### src/rtl/instr_mem_arbiter.sv
// rtl/instr_mem_arbiter.sv - fetch/host arbiter with response routing for the instruction SRAM
// Fetch has priority, the host is protected from starvation, and the host may lock the port for loading.

module instr_mem_arbiter #(
   parameter int ADDR_WIDTH = 12,
   parameter int DATA_WIDTH = 32,
   parameter int MAX_STARVE = 4
) (
   input  logic                    clk_i,
   input  logic                    rst_i,

   input  logic                    f_req_i,
   input  logic [ADDR_WIDTH-1:0]   f_addr_i,
   output logic                    f_gnt_o,
   output logic                    f_rvalid_o,
   output logic [DATA_WIDTH-1:0]   f_rdata_o,

   input  logic                    h_req_i,
   input  logic                    h_we_i,
   input  logic [ADDR_WIDTH-1:0]   h_addr_i,
   input  logic [DATA_WIDTH-1:0]   h_wdata_i,
   input  logic [DATA_WIDTH/8-1:0] h_wmask_i,
   input  logic                    h_lock_i,
   output logic                    h_gnt_o,
   output logic                    h_rvalid_o,
   output logic [DATA_WIDTH-1:0]   h_rdata_o,

   output logic                    mem_req_o,
   output logic                    mem_we_o,
   output logic [ADDR_WIDTH-1:0]   mem_addr_o,
   output logic [DATA_WIDTH-1:0]   mem_wdata_o,
   output logic [DATA_WIDTH/8-1:0] mem_wmask_o,
   input  logic [DATA_WIDTH-1:0]   mem_rdata_i,
   input  logic                    mem_rvalid_i,

   output logic                    locked_o
);

   localparam int MASK_WIDTH = DATA_WIDTH / 8;
   localparam logic [3:0] STARVE_LIMIT = 4'(MAX_STARVE);

   typedef enum logic [1:0] {
      IDLE   = 2'd0,
      LOCKED = 2'd1,
      DRAIN  = 2'd2
   } state_t;

   state_t     state_q, state_d;
   logic [3:0] starve_cnt_q, starve_cnt_d;
   logic       pend_valid_q;
   logic       pend_owner_q;   // 1: host owns the outstanding read, 0: fetch
   logic       f_gnt, h_gnt;
   logic       rd_gnt;
   logic       h_wr_gnt;
   logic       rsp_fire;

   // Arbitration and lock state machine
   always_comb begin
      f_gnt   = 1'b0;
      h_gnt   = 1'b0;
      state_d = state_q;
      case (state_q)
         IDLE: begin
            if (h_req_i && (!f_req_i || (starve_cnt_q == STARVE_LIMIT))) begin
               h_gnt = 1'b1;
            end else if (f_req_i) begin
               f_gnt = 1'b1;
            end
            if (h_gnt && h_lock_i) begin
               state_d = LOCKED;
            end
         end
         LOCKED: begin
            h_gnt = h_req_i;
            if (!h_lock_i) begin
               state_d = DRAIN;
            end
         end
         DRAIN: begin
            if (!pend_valid_q) begin
               state_d = IDLE;
            end
         end
         default: begin
            state_d = IDLE;
         end
      endcase
   end

   // Counts fetch wins while the host waits; any host win or host idle resets it
   always_comb begin
      starve_cnt_d = starve_cnt_q;
      if ((state_q == DRAIN) && (state_d == IDLE)) begin
         starve_cnt_d = 4'd0;
      end else if (h_gnt || !h_req_i) begin
         starve_cnt_d = 4'd0;
      end else if (f_gnt && (starve_cnt_q != STARVE_LIMIT)) begin
         starve_cnt_d = starve_cnt_q + 4'd1;
      end
   end

   assign h_wr_gnt = h_gnt && h_we_i;
   assign rd_gnt   = f_gnt || (h_gnt && !h_we_i);
   assign rsp_fire = mem_rvalid_i && pend_valid_q;

   always_ff @(posedge clk_i or posedge rst_i) begin
      if (rst_i) begin
         state_q      <= IDLE;
         starve_cnt_q <= 4'd0;
         pend_valid_q <= 1'b0;
         pend_owner_q <= 1'b0;
      end else begin
         state_q      <= state_d;
         starve_cnt_q <= starve_cnt_d;
         pend_valid_q <= rd_gnt;
         if (rd_gnt) begin
            pend_owner_q <= h_gnt;
         end
      end
   end

   // Memory port mux; write fields stay zero unless the host is writing
   always_comb begin
      mem_req_o   = f_gnt || h_gnt;
      mem_we_o    = h_wr_gnt;
      mem_addr_o  = '0;
      mem_wdata_o = '0;
      mem_wmask_o = '0;
      if (h_gnt) begin
         mem_addr_o = h_addr_i;
      end else if (f_gnt) begin
         mem_addr_o = f_addr_i;
      end
      if (h_wr_gnt) begin
         mem_wdata_o = h_wdata_i;
         mem_wmask_o = h_wmask_i[MASK_WIDTH-1:0];
      end
   end

   assign f_gnt_o    = f_gnt;
   assign h_gnt_o    = h_gnt;
   assign f_rvalid_o = rsp_fire && !pend_owner_q;
   assign h_rvalid_o = rsp_fire && pend_owner_q;
   assign f_rdata_o  = f_rvalid_o ? mem_rdata_i : '0;
   assign h_rdata_o  = h_rvalid_o ? mem_rdata_i : '0;
   assign locked_o   = (state_q != IDLE);

endmodule
### config.mk
export PLATFORM = sky130hd
export DESIGN_NAME = instr_mem_arbiter
export DESIGN_NICKNAME = d
export VERILOG_FILES = /design/src/rtl/instr_mem_arbiter.sv
export SDC_FILE = /design/constraint.sdc
export NUM_CORES = 1
export LEC_CHECK = 0
export CAP_MARGIN = 0
export CELL_PAD_IN_SITES_DETAIL_PLACEMENT = 2
export CELL_PAD_IN_SITES_GLOBAL_PLACEMENT = 2
export CORE_AREA = 2 2 120 122
export DETAILED_ROUTE_END_ITERATION = 10
export DIE_AREA = 0 0 122 124
export HOLD_SLACK_MARGIN = 0.15
export PLACE_DENSITY_LB_ADDON = 0.1
export SETUP_SLACK_MARGIN = 0.3
export SYNTH_ARGS = -nofsm -noshare
export SYNTH_HDL_FRONTEND = slang
export SYNTH_SLANG_ARGS = --single-unit
### constraint.sdc
create_clock -name clk_i -period 1.8 [get_ports clk_i]
set_input_delay 0.18 -clock clk_i [delete_from_list [all_inputs] [get_ports clk_i]]
set_output_delay 0.18 -clock clk_i [all_outputs]
set_load 0.1 [all_outputs]
# Word level (Yosys, flattened, before mapping)

Cells that the tools add are included.

Bits in registers: 8
Input bits: 99
Output and inout bits: 119
Logic and storage cells: 49

Add/subtract/negate cells: 1
Equal/unequal tests: 4
Multiplexer cells: 19
Reduce and logical (&&, ||, !) cells: 21

Operators with widths:

| operator                                                                 | number |
|---|---|
| 32-bit two-way mux                                                       | 3 |
| 12-bit two-way mux                                                       | 2 |
| 4-bit two-way mux                                                        | 4 |
| 1-bit logical AND                                                        | 9 |
| 2-bit two-way mux                                                        | 3 |
| 2-bit one-hot mux with 3 select lines                                    | 1 |
| 1-bit two-way mux                                                        | 5 |
| 4-bit by 1-bit adder with 4-bit output (second input constant)           | 1 |
| 4-bit by 3-bit equality test with 1-bit output (second input constant)   | 1 |
| 1-bit zero test                                                          | 4 |
| 2-bit zero test                                                          | 2 |
| 1-bit logical OR                                                         | 4 |
| 4-bit by 3-bit inequality test with 1-bit output (second input constant) | 1 |
| 3-bit nonzero test                                                       | 1 |
| 2-bit by 1-bit equality test with 1-bit output (second input constant)   | 1 |
| 2-bit equality test (second input constant)                              | 1 |
| 1-bit one-hot mux with 2 select lines                                    | 1 |
| 2-bit nonzero test                                                       | 1 |

# Longest topological paths before layout

Depth after elaboration: 11
Mapped depth: 6
Gate-level depth less buffers: 5

# Least setup slack after synthesis

OpenSTA, ideal clock, no wires.

Path type: flip-flop to output port
Start point: register pend_owner_q
End point: output port f_rdata_o[22]
Arrival: 2,466 ps
Data required time: 1,620 ps
Path slack: -846 ps
Cell stages (with the launch flop): 5
Path buffers: 1
Path through: dfrtp_1 > inv_1 > and3_1 > clkbuf_1 > and2_1

Word-level cells in the longest chain between the ends: 3

RTL lines:

| element                  | RTL line | source |
|---|---|---|
| start: declaration       | 51       | `logic pend_owner_q;` |
| start signal: assignment | 117      | `pend_owner_q <= h_gnt;` |
| 1-bit zero test          | 142      | `assign f_rvalid_o = rsp_fire && !pend_owner_q;` |
| 1-bit logical AND        | 142      |  |
| named net f_rvalid_o     | 15       | `output logic f_rvalid_o,` |
| 32-bit two-way mux       | 144      | `assign f_rdata_o = f_rvalid_o ? mem_rdata_i : '0;` |
| end: declaration         | 16       | `output logic [DATA_WIDTH-1:0] f_rdata_o,` |

The timed path passes the listed nets, and every way through them passes these cells.

# Worst setup path in the final report

Start point: register starve_cnt_q[0]
End point: output port mem_wdata_o[8]

Word-level cells in the longest chain between the ends: 8

RTL lines:

| element                                        | RTL line | source |
|---|---|---|
| start: declaration                             | 49       | `logic [3:0] starve_cnt_q, starve_cnt_d;` |
| start signal: assignment                       | 114      | `starve_cnt_q <= starve_cnt_d;` |
| 4-bit by 3-bit equality test with 1-bit output | 64       | `if (h_req_i && (!f_req_i \|\| (starve_cnt_q == STARVE_LIMIT))) begin` |
| 1-bit logical OR                               | 64       |  |
| 1-bit logical AND                              | 64       |  |
| 1-bit two-way mux                              | 64       |  |
| 1-bit two-way mux                              | 62       | `case (state_q)` |
| 1-bit one-hot mux with 2 select lines          | 62       |  |
| 1-bit logical AND                              | 102      | `assign h_wr_gnt = h_gnt && h_we_i;` |
| 32-bit two-way mux                             | 134      | `if (h_wr_gnt) begin` |
| end: declaration                               | 31       | `output logic [DATA_WIDTH-1:0] mem_wdata_o,` |

No other way between the ends. The select of a mux whose other input is x is not followed.

==> results.md <==
Yosys:
- The fraction of the yosys area taken by sequential cells is 0.1471.
- Averaged over all synthesized cells, the footprint is 7.563 um^2.
- The synthesis warning total is 0.
- The synthesized design contains 0 enable-type register cells.
- The post-synthesis async set-or-reset flop share is 1.000.
- The count of state elements after synthesis is 8.
- In the synthesized netlist, the number of instances is 180.
- The synthesized net count is 281.
- The synthesized netlist contains 36 unique library cells.
- The area of the mapped netlist is 1361 um^2.
- The most common flop cell mapped by yosys is sky130_fd_sc_hd__dfrtp_1.

Placement:
- Once placement finished, the instance area stood at 5465 um^2.
- In this run, placement finished with an instance count of 586.
- The final weighted congestion in routability-driven placement is 0.7199.
- The minimum setup slack after placement is -0.1070 ns.
- The count of input and output buffers is 217.
- The final HPWL from detailed placement is between 8000 and 9000 um.

Critical path:
- At the worst endpoint, the required time is 1.62 ns.
- The setup check on the worst reg-to-reg path leaves a slack of 0.20 ns.
- The critical path endpoint is mem_wdata_o[8].
- The startpoint of the worst register-to-register path is starve_cnt_q[0]$_DFFE_PP0P_.
- Of all nets on the critical path, the largest fanout is 5.
- The endpoint of the lowest-slack register-to-register path is pend_owner_q$_DFFE_PP0P_.
- The critical path endpoint category is an output pin.
- The critical path arrival is 1.90 ns.
- The cell depth of the worst flop-to-flop path is 8.
- The beginning of the critical path is starve_cnt_q[0]$_DFFE_PP0P_.
- By startpoint and endpoint, the worst setup path is classified as flop to output pin.
- The critical path launch point type is a flop.

Layout:
- The area of combinational cells with multiple inputs is 1510 um^2.
- The cell area after layout is 6242 um^2.
- The final-stage net count is 550.
- The antenna diode count is 0.
- The area growth from synthesis to layout is 358.5%.
- The count of non-filler cells in the finished layout is roughly 630.
- The fraction of layout instances using a drive strength above 1 is 0.7136.
- The number of fill cells is 1346.
- Registers take just over 200 um^2.

STA:
- The number of pins exceeding their max-slew limit in the final report is 0.
- The worst hold slack is 0.2173 ns.
- The transition time at the pin with the least slew margin is about 0.35 ns.
- Setup violations remaining at the end of the flow were counted as 51.
- Setup repair after global routing could not meet its margin everywhere.
- The clock period minus worst slack is 2.082 ns.
- Setup slack on the critical path of the routed design comes to -0.2816 ns.
- Dividing the final minimum period by the clock period gives 1.156.
- Between clock sinks in the finished design, the worst skew comes to 0.004532 ns.
- For this run, the top clock speed supported by timing is 480.4 MHz.
- The count of endpoints failing hold in the final timing report was 0.
- Headroom to the max-slew limit came out at 0.7686.

Drt:
- The initial DRC count is 62.
- The final layout contains routed wiring with a total length of 11790 um.
- Once detail routing completed, the nets flagged for antenna violations numbered 0.
- The count of vias placed by the detailed router is around 2400.
- The number of iterations in the first detailed-routing pass is 3.
- The via-per-instance ratio is about 4.
- After detailed routing, the average wire length per cell comes to ~19 um.
- The final routed DRC violation total is 0.

Pwr:
- Dividing total power by cell area gives a power density of 564.7 nW/um^2.
- VDD sags by at most 0.3492 mV.
- In this run the static leakage power is 2.657 nW.
- Power comes to between 3 and 4 mW.

Job:
- Across the run, the number of max-cap violations was 0.

Die:
- The width of the die is 122 um.
- The placeable core region is about 14000 um^2.
- The starting utilization of the core area is 0.09922.
- The die is 124 um tall.
- The boundary pin count is between 200 and 250.
- The total die area is about 15000 um^2.
- The site row count is 43.

Run status:
- The final reports fail on setup timing.
- The flow ran to the end, but the final reports show violations.

CTS:
- The clock net in this run drives a total of 8 sinks.
- The H-tree depth is 1.
- The number of clock buffers added by TritonCTS is 3.
- Clock-pin slew was measured on the worst setup and hold paths at 0.04 ns.
- The worst-skew pair later-pin latency is 0.23 ns.
- The cell at the root of the clock tree is sky130_fd_sc_hd__clkbuf_16.
- TritonCTS built the clock tree.
- No sink is reached through more buffers than the 2 on the longest clock path.

GRT:
- The pin count of the biggest net entering global routing is 19.
- Across every metal layer, demand over resource in global routing totals 0.1455.
- The global route total overflow is 0.
- The initial antenna violation count was 0.
- The via count of the first global-routing pass is roughly 2700.
- The wire length of the first global-routing pass is 16720 um.

Hold path:
- The classification of the worst-slack hold path is input pin to async pin.
## state kept, by name, summed over array words and instances, names as in the netlist
signal and flops:
starve_cnt_q 4, pend_owner_q 1, pend_valid_q 1, state_q 2
## report_power, final
part / leakage (nW) / internal, mW / total, mW / switching, mW
clock: 0.0370 / 0.286 / 0.370 / 0.0841
combinational: 2.52 / 1.30 / 2.94 / 1.64
sequential: 0.105 / 0.196 / 0.210 / 0.0144
## cell usage in the layout, fill, tap and decap left out, types with 5 or more instances in the layout
master and instances:
sky130_fd_sc_hd__a22o_4 12, sky130_fd_sc_hd__clkdlybuf4s50_1 96, sky130_fd_sc_hd__clkbuf_16 5, sky130_fd_sc_hd__buf_12 129
sky130_fd_sc_hd__buf_6 15, sky130_fd_sc_hd__inv_1 5, sky130_fd_sc_hd__buf_16 9, sky130_fd_sc_hd__dfrtp_1 7
sky130_fd_sc_hd__and2_4 100, sky130_fd_sc_hd__buf_4 23
## per-layer routing
| layer | up-vias | global-route usage | wire length [um] |
|---|---|---|---|
| li1 | 1132 | - | - |
| met1 | 1180 | 0.1514 | 4009 |
| met2 | 121 | 0.2954 | 6762 |
| met3 | 4 | 0.04121 | 964 |
| met4 | 0 | 0.01580 | 55 |
| met5 | - | 0 | 0 |
## cells by family (layout without fill, tap and decap cells)
family	after synthesis	count (layout)	synth area share
simple gates	120	120	0.5791
fa+ha+maj	2	2	0.01838
compound gates	30	30	0.1838
buf+inv	20	287	0.07169
flops	8	8	0.1471
## worst max-delay path, stage by stage (launching register included)
cell and delay, ns:
sky130_fd_sc_hd__dfrtp_1 0.38, sky130_fd_sc_hd__inv_2 0.09, sky130_fd_sc_hd__ha_4 0.15, sky130_fd_sc_hd__nand3b_4 0.11
sky130_fd_sc_hd__a211oi_4 0.31, sky130_fd_sc_hd__buf_6 0.18, sky130_fd_sc_hd__clkbuf_16 0.15, sky130_fd_sc_hd__and2_4 0.14
sky130_fd_sc_hd__buf_12 0.16
## cell type report
| type | instances | share of cell area |
|---|---|---|
| clock buffer | 3 | 0.01203 |
| inverter | 8 | 0.004811 |
| multi-input combinational | 152 | 0.2419 |
| sequential | 8 | 0.03227 |
| tap | 180 | 0.03608 |
| timing repair buffer | 276 | 0.6729 |
## stage by stage
stage | util | setup TNS [ns]
6_report | 0.4550 | -12.74
4_1_cts | 0.4438 | -11.56
5_1_grt | 0.4550 | -16.55
3_3_place_gp | 0.3984 | -1.003
3_5_place_dp | 0.3984 | -1.539
2_1_floorplan | - | -2.422
## what timing repair did
item	CTS	global route
pin swaps	38	24
setup endpoints to repair	118	125
gates resized for setup	67	10
hold endpoints to repair	0	0
cloned	9	3
hold buffers	0	0
buffers inserted	20	6
## synth_stat cells (all sizes together), types with 3 or more instances
cell type / count / area, um^2
nand2b: 3 / 18.77
o21ai: 4 / 20.02
buf: 6 / 45.04
and2: 100 / 625.6
a22o: 12 / 105.1
dfrtp: 8 / 200.2
a21oi: 6 / 45.05
inv: 8 / 30.03
clkbuf: 6 / 22.52
a211oi: 4 / 47.54
## how the worst min path moves through the flow
stage,depth (start not counted),slack (ns),from,end
6_report,2,0.22,rst_i,starve_cnt_q[3]$_DFFE_PP0P_
3_5_place_dp,2,0.48,rst_i,state_q[0]$_DFF_PP0_
4_1_cts,2,0.24,rst_i,starve_cnt_q[3]$_DFFE_PP0P_
2_1_floorplan,1,-0.004,rst_i,pend_owner_q$_DFFE_PP0P_
3_3_place_gp,2,0.48,rst_i,starve_cnt_q[3]$_DFFE_PP0P_
5_1_grt,2,0.26,rst_i,starve_cnt_q[3]$_DFFE_PP0P_
(Power assumes the default switching activity.)
